File: src/rtl/lsu_mem_stage_pkg.sv
// Shared pipeline definitions for the MEM-stage load/store unit.
// Memory operation encodings and the LSU state machine states.
package lsu_mem_stage_pkg;

    localparam logic [2:0] MEM_B  = 3'b000;
    localparam logic [2:0] MEM_H  = 3'b001;
    localparam logic [2:0] MEM_W  = 3'b010;
    localparam logic [2:0] MEM_BU = 3'b100;
    localparam logic [2:0] MEM_HU = 3'b101;

    typedef enum logic [1:0] {
        LSU_IDLE = 2'b00,
        LSU_REQ  = 2'b01,
        LSU_WAIT = 2'b10,
        LSU_DONE = 2'b11
    } lsu_state_e;

endpackage

File: src/rtl/lsu_align.sv
// Byte-lane steering for the LSU: store enables/data, load extraction
// and extension, and misalignment detection.
module lsu_align
    import lsu_mem_stage_pkg::*;
(
    input  logic [2:0]  mem_op,
    input  logic [1:0]  offs,
    input  logic [31:0] st_data,
    input  logic [31:0] rdata_q,
    output logic [3:0]  be,
    output logic [31:0] wdata,
    output logic [31:0] ld_data,
    output logic        misalign
);

    logic        is_b;
    logic        is_h;
    logic        uns;
    logic [31:0] shifted;

    // Undefined encodings fall through as word accesses.
    always_comb begin
        is_b = 1'b0;
        is_h = 1'b0;
        uns  = 1'b0;
        case (mem_op)
            MEM_B:  is_b = 1'b1;
            MEM_BU: begin is_b = 1'b1; uns = 1'b1; end
            MEM_H:  is_h = 1'b1;
            MEM_HU: begin is_h = 1'b1; uns = 1'b1; end
            MEM_W:  ;
            default: ;
        endcase
    end

    always_comb begin
        be       = 4'b1111;
        wdata    = st_data;
        misalign = |offs;
        if (is_b) begin
            be       = 4'b0001 << offs;
            wdata    = {4{st_data[7:0]}};
            misalign = 1'b0;
        end else if (is_h) begin
            be       = offs[1] ? 4'b1100 : 4'b0011;
            wdata    = {2{st_data[15:0]}};
            misalign = offs[0];
        end
    end

    assign shifted = rdata_q >> {offs, 3'b000};

    always_comb begin
        ld_data = shifted;
        if (is_b)
            ld_data = {{24{~uns & shifted[7]}}, shifted[7:0]};
        else if (is_h)
            ld_data = {{16{~uns & shifted[15]}}, shifted[15:0]};
    end

endmodule

File: src/rtl/lsu_mem_stage.sv
// MEM-stage load/store unit: req/gnt/rvalid bus master with
// timeout, misalign trap and pipeline stall generation.
module lsu_mem_stage
    import lsu_mem_stage_pkg::*;
#(
    parameter int TIMEOUT_CYCLES = 64,
    parameter int CNT_W          = 7
) (
    input  logic        clk_i,
    input  logic        rst_ni,
    input  logic        is_load_i,
    input  logic        mem_wren_i,
    input  logic [2:0]  mem_op_i,
    input  logic [31:0] addr_i,
    input  logic [31:0] st_data_i,
    output logic        req_o,
    output logic        we_o,
    output logic [31:0] addr_o,
    output logic [3:0]  be_o,
    output logic [31:0] wdata_o,
    input  logic        gnt_i,
    input  logic        rvalid_i,
    input  logic [31:0] rdata_i,
    output logic [31:0] ld_data_o,
    output logic        stall_o,
    output logic        done_o,
    output logic        misalign_o,
    output logic        bus_err_o
);

    lsu_state_e       state_q, state_d;
    logic [CNT_W-1:0] cnt_q, cnt_d;
    logic [31:0]      data_q, data_d;
    logic             mis_q, mis_d;
    logic             err_q, err_d;

    logic        mem_acc;
    logic        is_st;
    logic        tmo;
    logic        in_req;
    logic [3:0]  be;
    logic [31:0] wdata;
    logic [31:0] ld_ext;
    logic        misalign;

    assign mem_acc = is_load_i | mem_wren_i;
    assign is_st   = mem_wren_i & ~is_load_i;
    assign tmo     = cnt_q == CNT_W'(TIMEOUT_CYCLES - 1);

    lsu_align u_align (
        .mem_op   (mem_op_i),
        .offs     (addr_i[1:0]),
        .st_data  (st_data_i),
        .rdata_q  (data_q),
        .be       (be),
        .wdata    (wdata),
        .ld_data  (ld_ext),
        .misalign (misalign)
    );

    always_comb begin
        state_d = state_q;
        cnt_d   = cnt_q;
        data_d  = data_q;
        mis_d   = 1'b0;
        err_d   = 1'b0;
        unique case (state_q)
            LSU_IDLE: begin
                if (mem_acc && misalign) begin
                    state_d = LSU_DONE;
                    mis_d   = 1'b1;
                    data_d  = '0;
                end else if (mem_acc) begin
                    state_d = LSU_REQ;
                    cnt_d   = '0;
                end
            end
            LSU_REQ: begin
                if (gnt_i && is_st) begin
                    state_d = LSU_DONE;
                    data_d  = '0;
                end else if (gnt_i && rvalid_i) begin
                    state_d = LSU_DONE;
                    data_d  = rdata_i;
                end else if (gnt_i) begin
                    state_d = LSU_WAIT;
                    cnt_d   = cnt_q + 1'b1;
                end else if (tmo) begin
                    state_d = LSU_DONE;
                    err_d   = 1'b1;
                    data_d  = '0;
                end else begin
                    cnt_d = cnt_q + 1'b1;
                end
            end
            LSU_WAIT: begin
                if (rvalid_i) begin
                    state_d = LSU_DONE;
                    data_d  = rdata_i;
                end else if (tmo) begin
                    state_d = LSU_DONE;
                    err_d   = 1'b1;
                    data_d  = '0;
                end else begin
                    cnt_d = cnt_q + 1'b1;
                end
            end
            LSU_DONE: state_d = LSU_IDLE;
            default:  state_d = LSU_IDLE;
        endcase
    end

    always_ff @(posedge clk_i or negedge rst_ni) begin
        if (!rst_ni) begin
            state_q <= LSU_IDLE;
            cnt_q   <= '0;
            data_q  <= '0;
            mis_q   <= 1'b0;
            err_q   <= 1'b0;
        end else begin
            state_q <= state_d;
            cnt_q   <= cnt_d;
            data_q  <= data_d;
            mis_q   <= mis_d;
            err_q   <= err_d;
        end
    end

    assign in_req     = state_q == LSU_REQ;
    assign done_o     = state_q == LSU_DONE;
    assign req_o      = in_req;
    assign we_o       = in_req & is_st;
    assign addr_o     = in_req ? {addr_i[31:2], 2'b00} : '0;
    assign be_o       = in_req ? be : '0;
    assign wdata_o    = (in_req && is_st) ? wdata : '0;
    assign ld_data_o  = done_o ? ld_ext : '0;
    assign misalign_o = done_o & mis_q;
    assign bus_err_o  = done_o & err_q;
    // Gated by reset so the stall is also low while rst_ni is held.
    assign stall_o    = rst_ni & mem_acc & ~done_o;

endmodule

File: config.mk
export PLATFORM = sky130hd
export DESIGN_NAME = lsu_mem_stage
export DESIGN_NICKNAME = d
export VERILOG_FILES = /design/src/rtl/lsu_mem_stage_pkg.sv /design/src/rtl/lsu_align.sv /design/src/rtl/lsu_mem_stage.sv
export SDC_FILE = /design/constraint.sdc
export NUM_CORES = 1
export LEC_CHECK = 0
export ABC_CLOCK_PERIOD_IN_PS = 2090
export CORE_MARGIN = 2
export CORE_UTILIZATION = 35
export DETAILED_ROUTE_END_ITERATION = 10
export PLACE_DENSITY = 0.88
export SLEW_MARGIN = 20
export SYNTH_ARGS = -nofsm -noshare
export SYNTH_HDL_FRONTEND = slang
export SYNTH_SLANG_ARGS = --single-unit
File: constraint.sdc
create_clock -name clk_i -period 2.09 [get_ports clk_i]
set_input_delay 0.418 -clock clk_i [delete_from_list [all_inputs] [get_ports clk_i]]
set_output_delay 0.418 -clock clk_i [all_outputs]
set_load 0.05 [all_outputs]
== Word level (Yosys, flattened, before mapping) ==
Cells that the tools add are included.
Word-level totals
  flip-flop bits (word level): 43
  input port bits: 105
  output and inout bits: 106
Cells by class
  add/subtract/negate cells: 1
  equality and inequality tests: 15
  shift operators: 2
  muxes and demuxes: 47
  bitwise operators: 12
  reductions and logical operators: 13
Operators with widths (count)
  32-bit two-way mux: 13
  32-bit one-hot mux with 3 select lines: 1
  7-bit two-way mux: 7
  32-bit by 5-bit >> shifter with 32-bit output: 1
  7-bit one-hot mux with 3 select lines: 1
  4-bit two-way mux: 4
  2-bit two-way mux: 7
  1-bit two-way mux: 12
  2-bit inequality test (second input constant): 6
  1-bit AND: 8
  2-bit one-hot mux with 4 select lines: 1
  2-bit OR reduction: 4
  7-bit by 1-bit adder with 7-bit output (second input constant): 1
  7-bit by 6-bit equality test with 1-bit output (second input constant): 1
  3-bit equality test (second input constant): 2
  6-bit AND reduction: 1
  2-bit equality test (second input constant): 2
  1-bit logical AND: 4
  4-bit by 2-bit inequality test with 1-bit output (second input constant): 1
  1-bit by 2-bit << shifter with 4-bit output (first input constant): 1
  3-bit by 1-bit equality test with 1-bit output (second input constant): 1
  3-bit zero test: 1
  3-bit inequality test (second input constant): 1
  1-bit NOT: 3
  other kinds (6): 6

== Logic depth before layout (Yosys ltp) ==
  depth after elaboration: 8
  mapped depth: 8
  mapped depth without buffers: 7

== Modules after synthesis ==
Synthesis repeated with hierarchy kept, for this count alone.
Unflattened totals
  cells, all modules: 457
  area, all modules: 3963.8 sq um
Modules (own cells, without submodules)
  lsu_mem_stage: instances 1, cells each 287, area each 2691.3 sq um
  lsu_align: instances 1, cells each 170, area each 1272.5 sq um

== Worst setup path before layout ==
OpenSTA, ideal clock, no wires.
  path type: register to output
  start point: register state_q[1]
  end point: output ld_data_o[10]
  arrival: 2596 ps
  required time: 1672 ps
  path slack: -924 ps
  cell stages (with the launch flop): 6
  buffers on the path: 2
  path through: dfrtp_1 > ha_1 > clkbuf_1 > o21ai_0 > clkbuf_1 > o21ai_0
On the way
  cells in the longest elaborated chain, start to end: 2
Ends and longest elaborated chain
  start, declared: line lsu_mem_stage.sv:31  | lsu_state_e state_q, state_d;
  start signal, assigned: line lsu_mem_stage.sv:121  | state_q <= state_d;
  2-bit equality test: line lsu_mem_stage.sv:130  | assign done_o = state_q == LSU_DONE;
  named net done_o: line lsu_mem_stage.sv:26  | output logic done_o,
  32-bit two-way mux: line lsu_mem_stage.sv:136  | assign ld_data_o = done_o ? ld_ext : '0;
  end, declared: line lsu_mem_stage.sv:24  | output logic [31:0] ld_data_o,
The timed path passes the listed nets, and every way through them passes these cells.

== Worst setup path after layout ==
  start point: input addr_i[0]
  end point: output ld_data_o[23]
On the way
  cells in the longest elaborated chain, start to end: 5
Ends and longest elaborated chain
  start, declared: line lsu_mem_stage.sv:14  | input logic [31:0] addr_i,
  32-bit by 5-bit >> shifter with 32-bit output (*): line lsu_align.sv:51  | assign shifted = rdata_q >> {offs, 3'b000};
  1-bit AND: line lsu_align.sv:58  | ld_data = {{16{~uns & shifted[15]}}, shifted[15:0]};
  32-bit two-way mux: line lsu_align.sv:57  | else if (is_h)
  32-bit two-way mux (*): line lsu_align.sv:55  | if (is_b)
  32-bit two-way mux (*): line lsu_mem_stage.sv:136
Mark *: on every way between the ends. The rest lies on a longest branch, timed or not.

==> results.py <==
metrics = {
    "worst_setup_path": {
        "slowest_delay_ns": 0.64,
        "path_delay_family": "buffers and inverters",
        "worst_path_max_delay_cell": "mux2i_1",
        "cp-start-kind": "input pin",
        "cp_num_buf_inv": 4,
        "worstSetupEndpointType": "primary output",
        "required_ns": 1.67,
        "crit_chain": "buf_2 -> buf_4 -> buf_4 -> mux2i_1 -> nor2_1 -> o21a_4 -> buf_12",
        "critical_path_class": "input pin to primary output",
        "cpMostUsedCell": "buf_4",
        "critical_path_arrival_ns": 2.42,
        "crit_fanout": 36,
    },
    "floorplanning": {
        "fp.coreArea_sq_um": 9860,
        "rows": 36,
        "start_util": 0.363,
        "design.die.area_sq_um": 11100,
        "die_w_um": 105,
        "dieHeight_um": 105,
        "io_pins": 211,
    },
    "synthesis": {
        "synthXorXnorAreaFrac": 0,
        "synth.avg_cell_area_sq_um": 8.14,
        "ys_seq_area_frac": 0.301,
        "syn_area_sq_um": 3580,
        "syn_inst": 440,
        "async_reset_ff_frac": 1.00,
        "yosys.area_share.adder": 0.0245,
        "ys_types": 50,
        "synth_compound_area_frac": 0.259,
        "synth_seq_cells": 43,
        "synth_mux_area_frac": 0.121,
        "ys.flop_type": "dfrtp_1",
        "synth-simple-area-share": 0.242,
        "yosys_warnings": 0,
        "synth_top_family_by_area": "compound AO/OA/AOI/OAI gates",
        "synth_edf_count": 0,
    },
    "sta": {
        "layout_min_cycle_time_ns": 2.84,
        "rsz0062_at_grt": "yes",
        "hold_violations": 0,
        "finalSetupViolations": 142,
        "fin_hold_ws_ns": 0.254,
        "skew_ns": 0.00592,
        "slew_violations": 0,
        "slew_headroom": 0.543,
        "setup_tns_ns": -24.80,
        "layout_setup_ws_ns": -0.750,
        "post-route-period-util": 1.36,
        "fmax_ghz": 0.352,
        "tightest_slew_ns": 0.666,
    },
    "layout": {
        "nets": 837,
        "final_cell_mix": "97 x buf_12, 96 x clkdlybuf4s50_1, 68 x buf_4",
        "area_growth_pct": 145,
        "drive_gt1_frac": 0.521,
        "final_common_cell": "buf_12",
    },
    "clock_network": {
        "cts-hold-fix-buffers": 0,
        "cts.clk_slew.worst_paths_ns": 0.09,
        "cts_buffer_depth": 2,
        "cts_max_level": 2,
        "cts_tree": "yes",
        "insertion_delay_ns": 0.31,
        "cts_buffers": 5,
        "cts-root-buf": "clkbuf_8",
        "cts.sinks": 43,
    },
    "global_routing": {
        "grt_max_degree": 44,
        "grt_pass1_vias": 5307,
        "grt_first_pass_wirelength_um": 31400,
        "antenna_found_initial": 1,
        "gr-total-overflow": 0,
        "groute.usage.overall": 0.367,
    },
    "power_and_ir_drop": {
        "p_seq_frac": 0.144,
        "p_leak_nw": 3.74,
        "internal_power_mw": 4.98,
        "peakVddDrop_v": 0.000835,
        "clkPwrFrac": 0.060,
        "powerDensity_nw_per_um2": 1110,
        "p_comb_frac": 0.797,
        "p_switching_mw": 4.75,
        "sw_frac_of_total": 0.488,
    },
    "detailed_routing": {
        "ant_nets": 0,
        "drc_errors": 0,
        "wl_per_cell_um": 32.4,
        "drt_iter0_drc": 871,
        "via_per_inst": 6.82,
        "num_vias": 5874,
        "dr.pass1.iters": 5,
        "routed_wl_um": 27900,
    },
    "outcome": {
        "violations": "negative setup slack",
        "outcome": "complete, but fails checks",
    },
    "place": {
        "portBuffers": 208,
        "place.gp.congestion": 0.884,
        "dpl.hpwl_um": 13600,
    },
    "hold_path": {
        "hp-class": "input pin to async pin",
    },
    "run": {
        "drv_cap": 0,
    },
}
-- metal layers --
layer,share of wire,track usage,vias up
li1,-,-,2160
met2,0.44,0.629,679
met5,0,0,-
met1,0.31,0.406,2753
met4,0.12,0.250,0
met3,0.13,0.0742,282
-- power by group through the flow --
stage          Clock, mW  Sequential [mW]  Combinational [mW]
3_3_place_gp           0             1.32                5.33
6_report           0.579             1.40                7.75
3_5_place_dp           0             1.34                5.50
2_1_floorplan          0             1.27                3.08
5_1_grt            0.609             1.41                7.90
4_1_cts            0.564             1.32                6.18
-- sequential cells by signal, indices dropped and copies added (netlist names) --
signal   flops
cnt_q        7
data_q      32
err_q        1
mis_q        1
state_q      2
-- cell type report --
cell class                      count  area [sq um]
Antenna cell                        2          5.00
Multi-Input combinational cell    354          3230
Clock buffer                        5          68.8
Sequential cell                    43          1080
Timing Repair Buffer              314          4150
Inverter                            7          32.5
Clock inverter                      3          23.8
Tap cell                          133           166
Fill cell                         288          1110
-- stage by stage --
step	cells	total power, mW	utilization	instance area [sq um]	setup WS [ns]
finish	861	9.73	0.888	8760	-0.750
global route	859	9.92	0.887	8750	-0.749
CTS	836	8.06	0.830	8180	-0.413
detailed placement	818	6.84	0.771	7610	-0.818
global placement	818	6.65	0.771	7610	-0.778
floorplan	441	4.35	-	4200	-0.0369
-- what timing repair did --
item | in CTS | in global routing
gates cloned | 3 | 10
gates resized for setup | 95 | 72
buffers inserted | 7 | 13
pin swaps | 17 | 25
setup endpoints to repair | 139 | 141
-- kinds of logic (layout without fill, tap and decap cells) --
family | after synthesis | count (layout)
buf+inv | 44 | 329
mux | 41 | 41
compound gates | 132 | 132
other cells | 1 | 4
fa+ha+maj | 7 | 7
flops | 43 | 43
simple gates | 172 | 172
-- path summary, 6_finish.rpt --
path | end | depth (start not counted) | from | slack (ns)
max | ld_data_o[23] | 7 | addr_i[0] | -0.75
min | data_q[16]$_DFFE_PN0P_ | 2 | rst_ni | 0.25
max reg2reg | cnt_q[0]$_DFFE_PN0P_ | 7 | state_q[0]$_DFFE_PN0P_ | -0.20
min reg2reg | data_q[10]$_DFFE_PN0P_ | 1 | data_q[10]$_DFFE_PN0P_ | 0.52
max in group asynchronous | state_q[0]$_DFFE_PN0P_ | 2 | rst_ni | 1.42
min in group clk_i | data_q[10]$_DFFE_PN0P_ | 1 | data_q[10]$_DFFE_PN0P_ | 0.52
-- synthesized netlist by cell type, drive strengths merged (3+ instances only) --
master / count / share of area
inv: 6 / 0.0063
a21o: 6 / 0.013
buf: 14 / 0.020
o21ai: 18 / 0.025
dfrtp: 43 / 0.30
mux2: 8 / 0.025
o211a: 7 / 0.020
nor3b: 3 / 0.0063
o21a: 9 / 0.019
a31oi: 13 / 0.023
nor2: 52 / 0.056
nor2b: 8 / 0.014
a22o: 36 / 0.088
nand2: 41 / 0.043
clkbuf: 23 / 0.024
and3: 10 / 0.017
mux2i: 32 / 0.089
and2: 37 / 0.065
o22ai: 3 / 0.0052
nor3: 3 / 0.0042
nand2b: 3 / 0.0052
a21oi: 28 / 0.039
ha: 7 / 0.024
Note: power is estimated with default switching activity, not from simulation.
